--- config.mk ---
export PLATFORM = sky130hd
export DESIGN_NAME = result_display
export DESIGN_NICKNAME = d
export VERILOG_FILES = /design/src/rtl/result_display_pkg.sv /design/src/rtl/result_display_bcd_to_seg.sv /design/src/rtl/result_display.sv
export SDC_FILE = /design/constraint.sdc
export NUM_CORES = 1
export LEC_CHECK = 0
export ABC_AREA = 1
export BUFFER_PORTS_ARGS = -buffer_cell sky130_fd_sc_hd__buf_4
export CELL_PAD_IN_SITES_DETAIL_PLACEMENT = 0
export CELL_PAD_IN_SITES_GLOBAL_PLACEMENT = 2
export CORE_MARGIN = 2
export CORE_UTILIZATION = 36
export CTS_BUF_LIST = sky130_fd_sc_hd__clkbuf_4 sky130_fd_sc_hd__clkbuf_8 sky130_fd_sc_hd__clkbuf_16
export DETAILED_ROUTE_END_ITERATION = 8
export GPL_TIMING_DRIVEN = 0
export HOLD_SLACK_MARGIN = 0.05
export PLACE_DENSITY = 0.76
export SYNTH_ARGS = -nofsm -noshare
export SYNTH_HDL_FRONTEND = slang
export SYNTH_SLANG_ARGS = --single-unit
--- constraint.sdc ---
create_clock -name clk -period 4.2 [get_ports clk]
set_input_delay 0 -clock clk [delete_from_list [all_inputs] [get_ports clk]]
set_output_delay 0 -clock clk [all_outputs]
set_load 0.01 [all_outputs]
--- src/rtl/result_display_pkg.sv ---
// rtl/result_display_pkg.sv - FSM states, segment codes and double-dabble helper for result_display
package result_display_pkg;

    typedef enum logic [1:0] {
        ST_IDLE  = 2'd0,
        ST_LOAD  = 2'd1,
        ST_SHIFT = 2'd2,
        ST_DONE  = 2'd3
    } state_t;

    localparam int SHIFT_LAST = 7;

    // Active-low {g,f,e,d,c,b,a}
    localparam logic [6:0] SEG_BLANK = 7'h7F;
    localparam logic [6:0] SEG_MINUS = 7'h3F;
    localparam logic [6:0] SEG_DIGIT [0:9] = '{
        7'h40, 7'h79, 7'h24, 7'h30, 7'h19,
        7'h12, 7'h02, 7'h78, 7'h00, 7'h10
    };

    function automatic logic [11:0] dabble_adjust(input logic [11:0] s);
        logic [11:0] r;
        r = s;
        for (int i = 0; i < 3; i++) begin
            if (s[i*4 +: 4] >= 4'd5) begin
                r[i*4 +: 4] = s[i*4 +: 4] + 4'd3;
            end
        end
        return r;
    endfunction

endpackage

--- src/rtl/result_display_bcd_to_seg.sv ---
// rtl/result_display_bcd_to_seg.sv - combinational BCD nibble to active-low segment decode
module bcd_to_seg
    import result_display_pkg::*;
(
    input  logic [3:0] i_digit,
    output logic [6:0] o_seg
);

    // Non-decimal codes never reach here from a valid conversion; show them blank
    always_comb begin
        o_seg = SEG_BLANK;
        if (i_digit <= 4'd9) begin
            o_seg = SEG_DIGIT[i_digit];
        end
    end

endmodule

--- src/rtl/result_display.sv ---
// rtl/result_display.sv - double-dabble 8-bit to BCD converter with multiplexed 4-digit display
// Optional SIGNED_DISPLAY_EN: treat y as two's complement and show a minus sign on digit 3.
module result_display
    import result_display_pkg::*;
#(
    parameter int REFRESH_BITS = 17
)
(
    input  logic        clk,
    input  logic        reset,
    input  logic [7:0]  y,
    input  logic        start,
    output logic        busy,
    output logic        done,
    output logic [11:0] bcd,
    output logic [6:0]  seg,
    output logic [3:0]  an
);

    localparam logic [REFRESH_BITS-1:0] SCAN_ONE = {{(REFRESH_BITS-1){1'b0}}, 1'b1};

    state_t                  r_state;
    state_t                  w_state_next;
    logic [7:0]              r_work;
    logic [11:0]             r_scratch;
    logic [2:0]              r_iter;
    logic                    r_done;
    logic [11:0]             r_bcd;
    logic                    r_sign_pend;
    logic                    r_neg;
    logic [REFRESH_BITS-1:0] r_scan;
    logic [3:0]              r_an;
    logic [6:0]              r_seg;

    logic                    w_sign;
    logic [7:0]              w_mag;
    logic [11:0]             w_adj;
    logic [REFRESH_BITS-1:0] w_scan_next;
    logic [1:0]              w_k;
    logic [11:0]             w_bcd_view;
    logic                    w_neg_view;
    logic [3:0]              w_nibble;
    logic                    w_force_blank;
    logic                    w_force_minus;
    logic [6:0]              w_dec_seg;
    logic [6:0]              w_seg_next;
    logic [3:0]              w_an_next;

`ifdef SIGNED_DISPLAY_EN
    // -128 negates to 8'h80, which as unsigned magnitude is still 128
    assign w_sign = y[7];
    assign w_mag  = y[7] ? (~y + 8'd1) : y;
`else
    assign w_sign = 1'b0;
    assign w_mag  = y;
`endif

    assign w_adj = dabble_adjust(r_scratch);

    always_comb begin
        w_state_next = r_state;
        case (r_state)
            ST_IDLE:  if (start) w_state_next = ST_LOAD;
            ST_LOAD:  w_state_next = ST_SHIFT;
            ST_SHIFT: if (r_iter == 3'(SHIFT_LAST)) w_state_next = ST_DONE;
            ST_DONE:  w_state_next = ST_IDLE;
            default:  w_state_next = ST_IDLE;
        endcase
    end

    always_ff @(posedge clk or negedge reset) begin
        if (!reset) begin
            r_state     <= ST_IDLE;
            r_work      <= '0;
            r_scratch   <= '0;
            r_iter      <= '0;
            r_done      <= 1'b0;
            r_bcd       <= '0;
            r_sign_pend <= 1'b0;
            r_neg       <= 1'b0;
        end else begin
            r_state <= w_state_next;
            r_done  <= 1'b0;
            case (r_state)
                ST_IDLE: begin
                    if (start) begin
                        r_work      <= w_mag;
                        r_sign_pend <= w_sign;
                    end
                end
                ST_LOAD: begin
                    r_scratch <= '0;
                    r_iter    <= '0;
                end
                ST_SHIFT: begin
                    {r_scratch, r_work} <= {w_adj[10:0], r_work, 1'b0};
                    r_iter              <= r_iter + 3'd1;
                end
                ST_DONE: begin
                    r_bcd  <= r_scratch;
                    r_neg  <= r_sign_pend;
                    r_done <= 1'b1;
                end
                default: ;
            endcase
        end
    end

    // Display decodes the value bcd will hold after this edge so seg tracks bcd exactly
    assign w_bcd_view  = (r_state == ST_DONE) ? r_scratch   : r_bcd;
    assign w_neg_view  = (r_state == ST_DONE) ? r_sign_pend : r_neg;
    assign w_scan_next = r_scan + SCAN_ONE;
    assign w_k         = w_scan_next[REFRESH_BITS-1 -: 2];
    assign w_an_next   = ~(4'b0001 << w_k);

    always_comb begin
        w_nibble      = w_bcd_view[3:0];
        w_force_blank = 1'b0;
        w_force_minus = 1'b0;
        case (w_k)
            2'd0: ;
            2'd1: begin
                w_nibble      = w_bcd_view[7:4];
                w_force_blank = (w_bcd_view[11:4] == 8'd0);
            end
            2'd2: begin
                w_nibble      = w_bcd_view[11:8];
                w_force_blank = (w_bcd_view[11:8] == 4'd0);
            end
            default: begin
                w_force_blank = !w_neg_view;
                w_force_minus = w_neg_view;
            end
        endcase
    end

    bcd_to_seg u_bcd_to_seg (
        .i_digit (w_nibble),
        .o_seg   (w_dec_seg)
    );

    assign w_seg_next = w_force_minus ? SEG_MINUS :
                        w_force_blank ? SEG_BLANK : w_dec_seg;

    always_ff @(posedge clk or negedge reset) begin
        if (!reset) begin
            r_scan <= '0;
            r_an   <= 4'b1110;
            r_seg  <= SEG_DIGIT[0];
        end else begin
            r_scan <= w_scan_next;
            r_an   <= w_an_next;
            r_seg  <= w_seg_next;
        end
    end

    assign busy = (r_state != ST_IDLE);
    assign done = r_done;
    assign bcd  = r_bcd;
    assign seg  = r_seg;
    assign an   = r_an;

endmodule

After elaboration in Yosys (flattened, before gate mapping)
Memory sizes are Yosys's and may differ from the RTL's. Cells that the tools add are included. Widths: inputs -> output; s select.

Register bits: 67. Bits in latches: 0. Memory bits (writable): 0. Memory bits (read-only): 112. Bits of input ports: 11. Output and inout bits: 25. Logic and storage cells: 64. Memories: 1.

Add/subtract/negate cells: 5. $mul: 0. Div/mod/pow operators: 0. Order comparisons: 5. Equal/unequal tests: 8. Shifts and indexed selects: 1. Mux-type cells: 21. Bitwise operators: 2. Reduce and logical (&&, ||, !) cells: 11.

Memories: (name not given) (words 16, width 7, read ports 1, clocked after memory_dff 0, wr ports 0, RTL line result_display_bcd_to_seg.sv:13) `o_seg = SEG_DIGIT[i_digit];`.

Operator list (number): $mux 7 (5); $pmux 12 s2 (1); $add 17x1->17 const B (1); $pmux 8 s2 (1); $ge 4x3->1 const B (3); $mux 12 (1); $add 4x2->4 const B (2); $logic_not 8->1 (1); $mux 4 (2); $mux 8 (1); $pmux 2 s4 (1); $pmux 4 s2 (1); $eq 2x2->1 const B (3); $pmux 3 s2 (1); $reduce_bool 2->1 (3); $ge 5x5->1 const B (1); $not 4->5 (1); $eq 2x1->1 const B (2); $le 4x4->1 const B (1); $logic_not 2->1 (2); $logic_not 4->1 (1); $mux 2 (2); $ne 2x2->1 const B (2); $not 4->4 (1); 10 further kinds (13).

Depth between registers and ports, before layout
Gate-level depths: netlist of run 1.

Word-level depth: 10. Depth in mapped cells: 19. Depth with buffers taken out: 19.

By module
Synthesis of run 1 repeated with hierarchy kept, for this count alone.

Cells, all modules: 359. Area, all modules: 3310.7 um^2.

Modules (own cells, without submodules): result_display (instances 1, cells an instance 328, area each 3114.2 um^2, seq. area each 1681.6 um^2); bcd_to_seg (instances 1, cells an instance 31, area each 196.4 um^2, seq. area each 0.0 um^2).

Least setup slack after synthesis of run 1
No wires, ideal clock.

Path kind: reg-to-reg. Start: register r_scan[0]. End: register r_seg[0], in the netlist seg[0]. Setup time: 0.076 ns. Arrival time: 2.860 ns. Required time: 4.124 ns. Slack: 1.263 ns. Stages on the path, launching flop included: 20. Buffers on the path: 0. Period minus slack after synthesis: 2.937 ns. Path through: dfrtp_1 > ha_1 > nand3_1 > nor3_2 > nand2_1 > nor3_1 > xnor2_1 > inv_1 > ha_1 > nand2_1 > nand2_1 > a21boi_2 > inv_2 > ha_1 > or2_2 > nand2_1 > nand2_1 > nand3_2 > inv_2 > o21ai_1.

Word-level cells in the longest chain between the ends: 10. Elaborated cells between the ends (all ways): 16. Those cells by class: 1 x add/sub; 1 x order compare; 2 x eq/ne; 8 x mux; 1 x bitwise; 2 x reduce/logical; 1 x memory.

Ends and longest elaborated chain: start: declaration (RTL line result_display.sv:31) `logic [REFRESH_BITS-1:0] r_scan;`; start signal: assignment (RTL line result_display.sv:151) `r_scan <= w_scan_next;`; $add 17x1->17 * (RTL line result_display.sv:112) `assign w_scan_next = r_scan + SCAN_ONE;`; named net w_scan_next[16] (RTL line result_display.sv:38) `logic [REFRESH_BITS-1:0] w_scan_next;`; $eq 2x2->1 or $eq 2x1->1 (tied branches) (RTL line result_display.sv:120) `case (w_k)`; $pmux 4 s2 (RTL line result_display.sv:120); $not 4->5 (not written as such) (RTL line result_display_bcd_to_seg.sv:13); $mem_v2 16x7; $mux 7 (not written as such) (2 in a row) (RTL line result_display_bcd_to_seg.sv:13); $mux 7 (RTL line result_display_bcd_to_seg.sv:12) `if (i_digit <= 4'd9) begin`; $mux 7 (RTL line result_display.sv:143) `w_force_blank ? SEG_BLANK : w_dec_seg;`; $mux 7 * (RTL line result_display.sv:142) `assign w_seg_next = w_force_minus ? SEG_MINUS :`; named net w_seg_next[0] (RTL line result_display.sv:46) `logic [6:0] w_seg_next;`; end signal: assignment (RTL line result_display.sv:149) `r_seg <= SEG_DIGIT[0];`; end signal: assignment (RTL line result_display.sv:153) `r_seg <= w_seg_next;`; end: declaration (RTL line result_display.sv:33) `logic [6:0] r_seg;`.

Mark *: on every way through the listed nets, which the timed path passes. The rest lies on a longest branch. The select of a mux whose other input is x is not followed. A chain may end at the register's enable or synchronous reset.

Final worst setup path of run 1
Start: register r_scan[2]. End: register r_seg[0], in the netlist seg[0].

The elaborated chain is that of the path after synthesis.

==> metrics, run 1 <==
syn_nets=402; top-area cell type share of the netlist area=0.471; largest net degree at the start of global routing=between 60 and 70; global-route wire length before repair=around 12 mm; register area share after synthesis=0.503; Final Instance Area=4050 um^2; synthesized area=3350 um^2; Max FO, Critical Path=6; area leader, netlist=dfrtp_1; switching pwr=between 0.7 and 0.8 mW; Worst Setup Start Kind=flip-flop; Hold WS=slightly above 300 ps; Ys Warns=0; Final period util=0.795; Post-synth EDFFs=0; kind of critical path=reg -> reg; CP required=~4500 ps; Hold WC Path Type=in -> async; Post-route DRC=0; total clock sinks=67; die area=slightly above 10000 um^2; setup TNS=0 ps; Post-synth top flop=dfrtp_1; post-CTS setup buffer count=0; Synth Area per Inst=~9.1 um^2; post-route setup slack=roughly 860 ps; worst path bufs/invs=4; Max-slew headroom=0.438; initial antenna violation count=0; largest stage delay on the critical path=between 300 and 400 ps; cts hold-fix bufs=10; largest cells by area after synthesis=dfrtp_1, nand2_1, ha_1; sw frac=0.352; detailed-route via count=~2500; aggregate global-route resource usage=0.150; HPWL Detailed=between 4 and 5 mm; Sequential Power Share=0.388; CTS tree=built; Root Driver=clkbuf_8; post-route ant nets=0; clk_lat worst skew=340 ps; Max Fclk=between 0.2 and 0.3 GHz; CP top delay family=simple AND/OR/NAND/NOR gates; commonest cells in the netlist=nand2_1, dfrtp_1, inv_1; synthesized flop and latch total=67; number of placed instances, taps included=513; # IOs=36; Filler cells=926; final non-filler cell total=roughly 540; Inserted Diodes=0; crit path capture type=flip-flop; CP cell instances=nand3_1, nor3_2, nand3_1, nor3_2, xnor2_1, inv_1, ha_1, inv_1, a21boi_2, inv_2, ha_1, or2_2, nand2_1, nand2_1, nand3_2, inv_2, o21ai_1; utilization after layout=0.445; max_cap viols=0; Fin. Hold Viols=0; drt wl/cell=around 12 um; # rows=35; max-slew violations=0; GRT overflow=0; DR iter-0 viols=80; clk buf depth=2; Worst path slowest cell=dfrtp_1; CP arrival=around 3600 ps; P_int=1.35 mW; PD cells=between 500 and 600 nW/um^2; Final min period=3340 ps; Die X=between 100 and 150 um; clock skew=approximately 7.8 ps; Mapped Cells=367; Worst-Margin Slew=about 840 ps; Area Growth Syn to Fin=21.0%; clock-pin slew on the worst setup and hold paths=~70 ps; Pre-antenna DRT Iters=4; P_leak=about 2.1 nW; port bufs=35; vias in the first global route=2505; Clock power frac=0.267; RSZ-0062 raised after global routing=no; placed instance area=about 3700 um^2; Setup-failing EPs final=0; core area=9110 um^2; fraction of registers with async set/reset=1.00; worst slack, placed=about 810 ps; H-tree Lvls=3; GPL Wtd Cong=0.734; Synth cell types=37; drt total wl=about 6.7 mm; vias per inst=4.62; worst vdd ir=293 uV; initial core utilization=0.367; NumNets Final=458; fraction of layout cells with a size suffix above 1=0.187; status=finished clean; die height=roughly 100 um; count leader, synth=nand2_1; combinational power share=0.345; post-CTS sizing=0; PnR Total Power=approximately 2.1 mW; Num CTS Buffers=9
cells by family (layout without fill, tap and decap cells):
kind of cell / Yosys count / in the layout / share of synthesized area
and+or+nand+nor: 157 / 157 / 0.209
DFF: 67 / 67 / 0.503
buffers and inverters: 55 / 115 / 0.0696
AOI/OAI and AO/OA: 48 / 48 / 0.0871
adders and majority gates: 24 / 24 / 0.0898
xor gates and xnor gates: 16 / 16 / 0.0419
power groups by stage:
stage	Clock [mW]	Combinational (mW)	Sequential (mW)
detailed placement	0	0.725	0.818
finish	0.556	0.717	0.806
global route	0.609	0.832	0.818
floorplan	0	0.481	0.825
CTS	0.579	0.733	0.806
global placement	0	0.723	0.816
sequential cells by signal (all words and copies together), names as in the netlist, 2 cells and up:
name	count
bcd	12
r_state	2
r_scan	17
seg	7
r_iter	3
an	4
r_work	8
r_scratch	12
cell type report:
class / instances / area (um^2) / share of cell area
sequential: 67 / 1680 / 0.415
multi-input combinational: 245 / 1430 / 0.354
timing repair buffer: 45 / 363 / 0.0896
inverter: 49 / 189 / 0.0467
clock buffer: 13 / 166 / 0.0411
tap: 111 / 139 / 0.0343
buffer: 6 / 43.8 / 0.0108
clock inverter: 2 / 35.0 / 0.00865
worst paths after layout:
| check | start | end | slack [ps] | cells after the start |
|---|---|---|---|---|
| worst max-delay path | r_scan[2] | seg[0] | 860 | 17 |
| worst min-delay path | reset | r_scan[12] | 310 | 2 |
| worst max register to register | r_scan[2] | seg[0] | 860 | 17 |
| worst min register to register | r_scan[0] | r_scan[0] | 450 | 1 |
| max in group asynchronous | reset | r_iter[2] | 3340 | 2 |
| min in group clk | r_scan[0] | r_scan[0] | 450 | 1 |
layer usage:
metal	vias to the layer above	part of all wire	GRT usage
li1	1278	-	-
met1	1160	0.49	0.200
met2	37	0.46	0.240
met3	12	0.027	0.0251
met4	0	0.018	0.0632
met5	-	0	0
cell usage in the layout, fill, tap and decap left out, drive strengths merged, types with 4 or more instances in the layout:
| cell | instances |
|---|---|
| xnor2 | 6 |
| ha | 24 |
| dfstp | 4 |
| or2 | 4 |
| nor3 | 7 |
| nand2 | 89 |
| nand3 | 21 |
| o21ai | 30 |
| nor2 | 31 |
| a31oi | 7 |
| o22ai | 4 |
| clkbuf | 15 |
| buf | 39 |
| inv | 48 |
| dlygate4sd3 | 10 |
| xor2 | 10 |
| dfrtp | 63 |
worst register-to-register path, stage by stage (launching register included):
cell and delay (ps):
dfrtp_1 380, nand3_1 160, nor3_2 260, nand3_1 220, nor3_2 170, xnor2_1 200
inv_1 140, ha_1 360, inv_1 130, a21boi_2 300, inv_2 100, ha_1 230
or2_2 290, nand2_1 60, nand2_1 60, nand3_2 70, inv_2 60, o21ai_1 70
Note: power is estimated with default switching activity, not from simulation.
==> inputs of run 2 (changes only) <==
--- a/config.mk
+++ b/config.mk
@@ -5,17 +5,17 @@
 export SDC_FILE = /design/constraint.sdc
 export NUM_CORES = 1
 export LEC_CHECK = 0
-export ABC_AREA = 1
+export ABC_AREA = 0
 export BUFFER_PORTS_ARGS = -buffer_cell sky130_fd_sc_hd__buf_4
 export CELL_PAD_IN_SITES_DETAIL_PLACEMENT = 0
 export CELL_PAD_IN_SITES_GLOBAL_PLACEMENT = 2
 export CORE_MARGIN = 2
-export CORE_UTILIZATION = 36
+export CORE_UTILIZATION = 38
 export CTS_BUF_LIST = sky130_fd_sc_hd__clkbuf_4 sky130_fd_sc_hd__clkbuf_8 sky130_fd_sc_hd__clkbuf_16
 export DETAILED_ROUTE_END_ITERATION = 8
 export GPL_TIMING_DRIVEN = 0
 export HOLD_SLACK_MARGIN = 0.05
-export PLACE_DENSITY = 0.76
+export PLACE_DENSITY = 0.75
 export SYNTH_ARGS = -nofsm -noshare
 export SYNTH_HDL_FRONTEND = slang
 export SYNTH_SLANG_ARGS = --single-unit
==> constraint.sdc (replaced) <==
create_clock -name clk -period 3.3 [get_ports clk]
set_input_delay 0 -clock clk [delete_from_list [all_inputs] [get_ports clk]]
set_output_delay 0 -clock clk [all_outputs]
set_load 0.01 [all_outputs]
==> run 2 against run 1 <==
Worst setup slack lost 740 ps. Total power grew 43%. Final cell count shrank 8.9%. Worst hold slack lost 78 ps. Sequential share of layout area shrank 2.9 points. Non-clock buffer count grew 13. Largest cell class is now multi-input gates. First-iteration DRC count is the same. Count of clock-buffer cells in the layout shrank 2. Die area shrank 3.9%. Final area grew 7.5%. Synthesized area grew 1.2%.
==> metrics, run 2 <==
status=finished clean; CP arrival=~3400 ps; Final min period=about 3200 ps; largest family of logic cells by synthesized area=compound AO/OA/AOI/OAI gates; drt total wl=~7.3 mm; simple-gate portion of the synthesized area=0.101; syn_nets=between 300 and 400; Fin. Hold Viols=0; Synth Area in Compound Gates=0.141; drt wl/cell=approximately 15 um; Hold WS=234 ps; Worst-Margin Slew=870 ps; top-area cell type share of the netlist area=0.465; die height=just under 100 um; synthesized area=~3400 um^2; PnR Total Power=between 2 and 3 mW; detailed-route via count=2495; HPWL Detailed=around 4.9 mm; kind of critical path=reg -> reg; # rows=34; DR iter-0 viols=80; Post-synth EDFFs=0; Pre-antenna DRT Iters=4; Mapped Cells=around 310; core area=8680 um^2; die area=~9700 um^2; max_cap viols=0; Sequential Power Share=0.354; Synth cell types=48; Max FO, Critical Path=5; final non-filler cell total=slightly below 500; Worst Setup Start Kind=flip-flop; initial core utilization=0.390; clock skew=between 7 and 8 ps; Reg-to-Reg Start=r_scan[6]; largest cells by area after synthesis=dfrtp_1, ha_1, mux2_2; largest register by flop count=r_scan; GPL Wtd Cong=0.774; Worst path slowest cell=dfrtp_2; Clock power frac=0.260; clk_lat worst skew=340 ps; P_int=1.94 mW; largest net degree at the start of global routing=68; aggregate global-route resource usage=0.154; fraction of layout cells with a size suffix above 1=0.296; post-route ant nets=0; P_leak=roughly 2.1 nW; Hold WC Path Type=in -> reg; port bufs=34; global-route wire length before repair=around 12 mm; area leader, netlist=dfrtp_1; Post-synth top flop=dfrtp_1; fraction of registers with async set/reset=1.00; Adder-Cell Fraction of Synth Area=0.0887; count leader, synth=dfrtp_1; most frequent cells in the layout=dfrtp_1, buf_4, inv_1; total clock sinks=67; Synth Area per Inst=10.9 um^2; Ys Warns=0; Root Driver=clkbuf_8; Inserted Diodes=0; clk buf depth=2; clock-pin slew on the worst setup and hold paths=70 ps; Num CTS Buffers=9; Final period util=0.964; # IOs=36; setup TNS=0 ps; commonest cells in the netlist=dfrtp_1, inv_1, ha_1; commonest non-fill, non-tap cell in the layout=dfrtp_1; Area Growth Syn to Fin=28.5%; vias in the first global route=around 2400; Critical Path Start=r_scan[6]; max reg flops=17; Critical Path Most Common Cell=inv_2; CTS tree=built; Max-slew headroom=0.420; hold path start=start; NumNets Final=between 400 and 500; CP required=3530 ps; Setup-failing EPs final=0; Filler cells=roughly 810; sw frac=0.347; register area share after synthesis=0.496; PD cells=approximately 680 nW/um^2; CP cell instances=and4_4, nand3_4, nor4_4, xnor2_2, inv_2, ha_4, a221oi_4, nor2_4, inv_2, ha_2, nor2_1, and3_4, or3_1, a21o_1; synthesized flop and latch total=between 60 and 70; H-tree Lvls=3; largest stage delay on the critical path=around 400 ps; GRT overflow=0; switching pwr=around 1.0 mW; Synth Area in XOR/XNOR=0.0517; post-synthesis mux area share=0.0694; crit path capture type=flip-flop; Max Fclk=between 0.3 and 0.4 GHz; max-slew violations=0; number of placed instances, taps included=between 400 and 500; worst vdd ir=roughly 270 uV; Post-route DRC=0; initial antenna violation count=0; combinational power share=0.386; Die X=slightly below 100 um; vias per inst=5.09
==> run 2: final cells by class <==
class                      instances  area, um^2  share of cell area
inverter                          34         128              0.0293
clock inverter                     5        75.1              0.0172
buffer                            10        48.8              0.0112
multi-input combinational        201        1700               0.391
clock buffer                      11         151              0.0348
sequential                        67        1680               0.387
tap                              108         135              0.0310
timing repair buffer              54         428              0.0983
==> run 2: power groups by stage <==
stage / logic (mW) / registers, mW / clock network, mW
CTS: 1.11 / 1.06 / 0.797
floorplan: 0.770 / 1.07 / 0
detailed placement: 1.09 / 1.07 / 0
global route: 1.29 / 1.08 / 0.832
global placement: 1.09 / 1.07 / 0
finish: 1.15 / 1.06 / 0.775
==> run 2: metal layers <==
metal,track usage,wire length [um],vias to the layer above
li1,-,-,1232
met1,0.220,3600,1220
met2,0.229,3300,32
met3,0.0298,241,11
met4,0.0695,126,0
met5,0,0,-
==> run 2: worst paths after layout <==
| path | cells past startpoint | slack [ps] | to |
|---|---|---|---|
| worst min-delay path | 3 | 230 | r_work[2] |
| worst min register to register | 1 | 470 | r_scan[4] |
| min in group asynchronous | 2 | 300 | r_work[4] |
| worst max register to register | 14 | 120 | seg[4] |
| worst max-delay path | 14 | 120 | seg[4] |
| max in group asynchronous | 2 | 2380 | r_scan[6] |
==> run 2: per-stage QoR <==
step | utilization | cell area (um^2) | setup slack [ps]
2_1_floorplan | - | 3390 | 106
3_3_place_gp | 0.435 | 3780 | -344
3_5_place_dp | 0.435 | 3780 | -349
4_1_cts | 0.484 | 4200 | 16.6
5_1_grt | 0.502 | 4350 | -8.02
6_report | 0.502 | 4350 | 118
==> run 2: cells by family after synthesis <==
| logic type | count (synthesis) |
|---|---|
| AO/OA/AOI/OAI | 72 |
| flip-flops | 67 |
| AND/OR/NAND/NOR | 65 |
| buffers and inverters | 44 |
| adder cells (fa/ha/maj) | 24 |
| XOR/XNOR | 20 |
| multiplexers | 20 |
==> run 2: timing repair <==
| item | CTS | global route |
|---|---|---|
| buffers inserted | 1 | 10 |
| hold endpoints to repair | 71 | 0 |
| endpoints found under the setup margin | 6 | 6 |
| hold buffers | 9 | 0 |
| pin swaps | 3 | 6 |
| gates resized for setup | 18 | 15 |
==> run 2: worst max-delay path: cells and delay by family, from the launching register on <==
family	cells	cell delay, ps
AOI/OAI and AO/OA	2	520
xor gates and xnor gates	1	200
adders and majority gates	2	390
buffers and inverters	2	210
DFF	1	400
and+or+nand+nor	7	1360
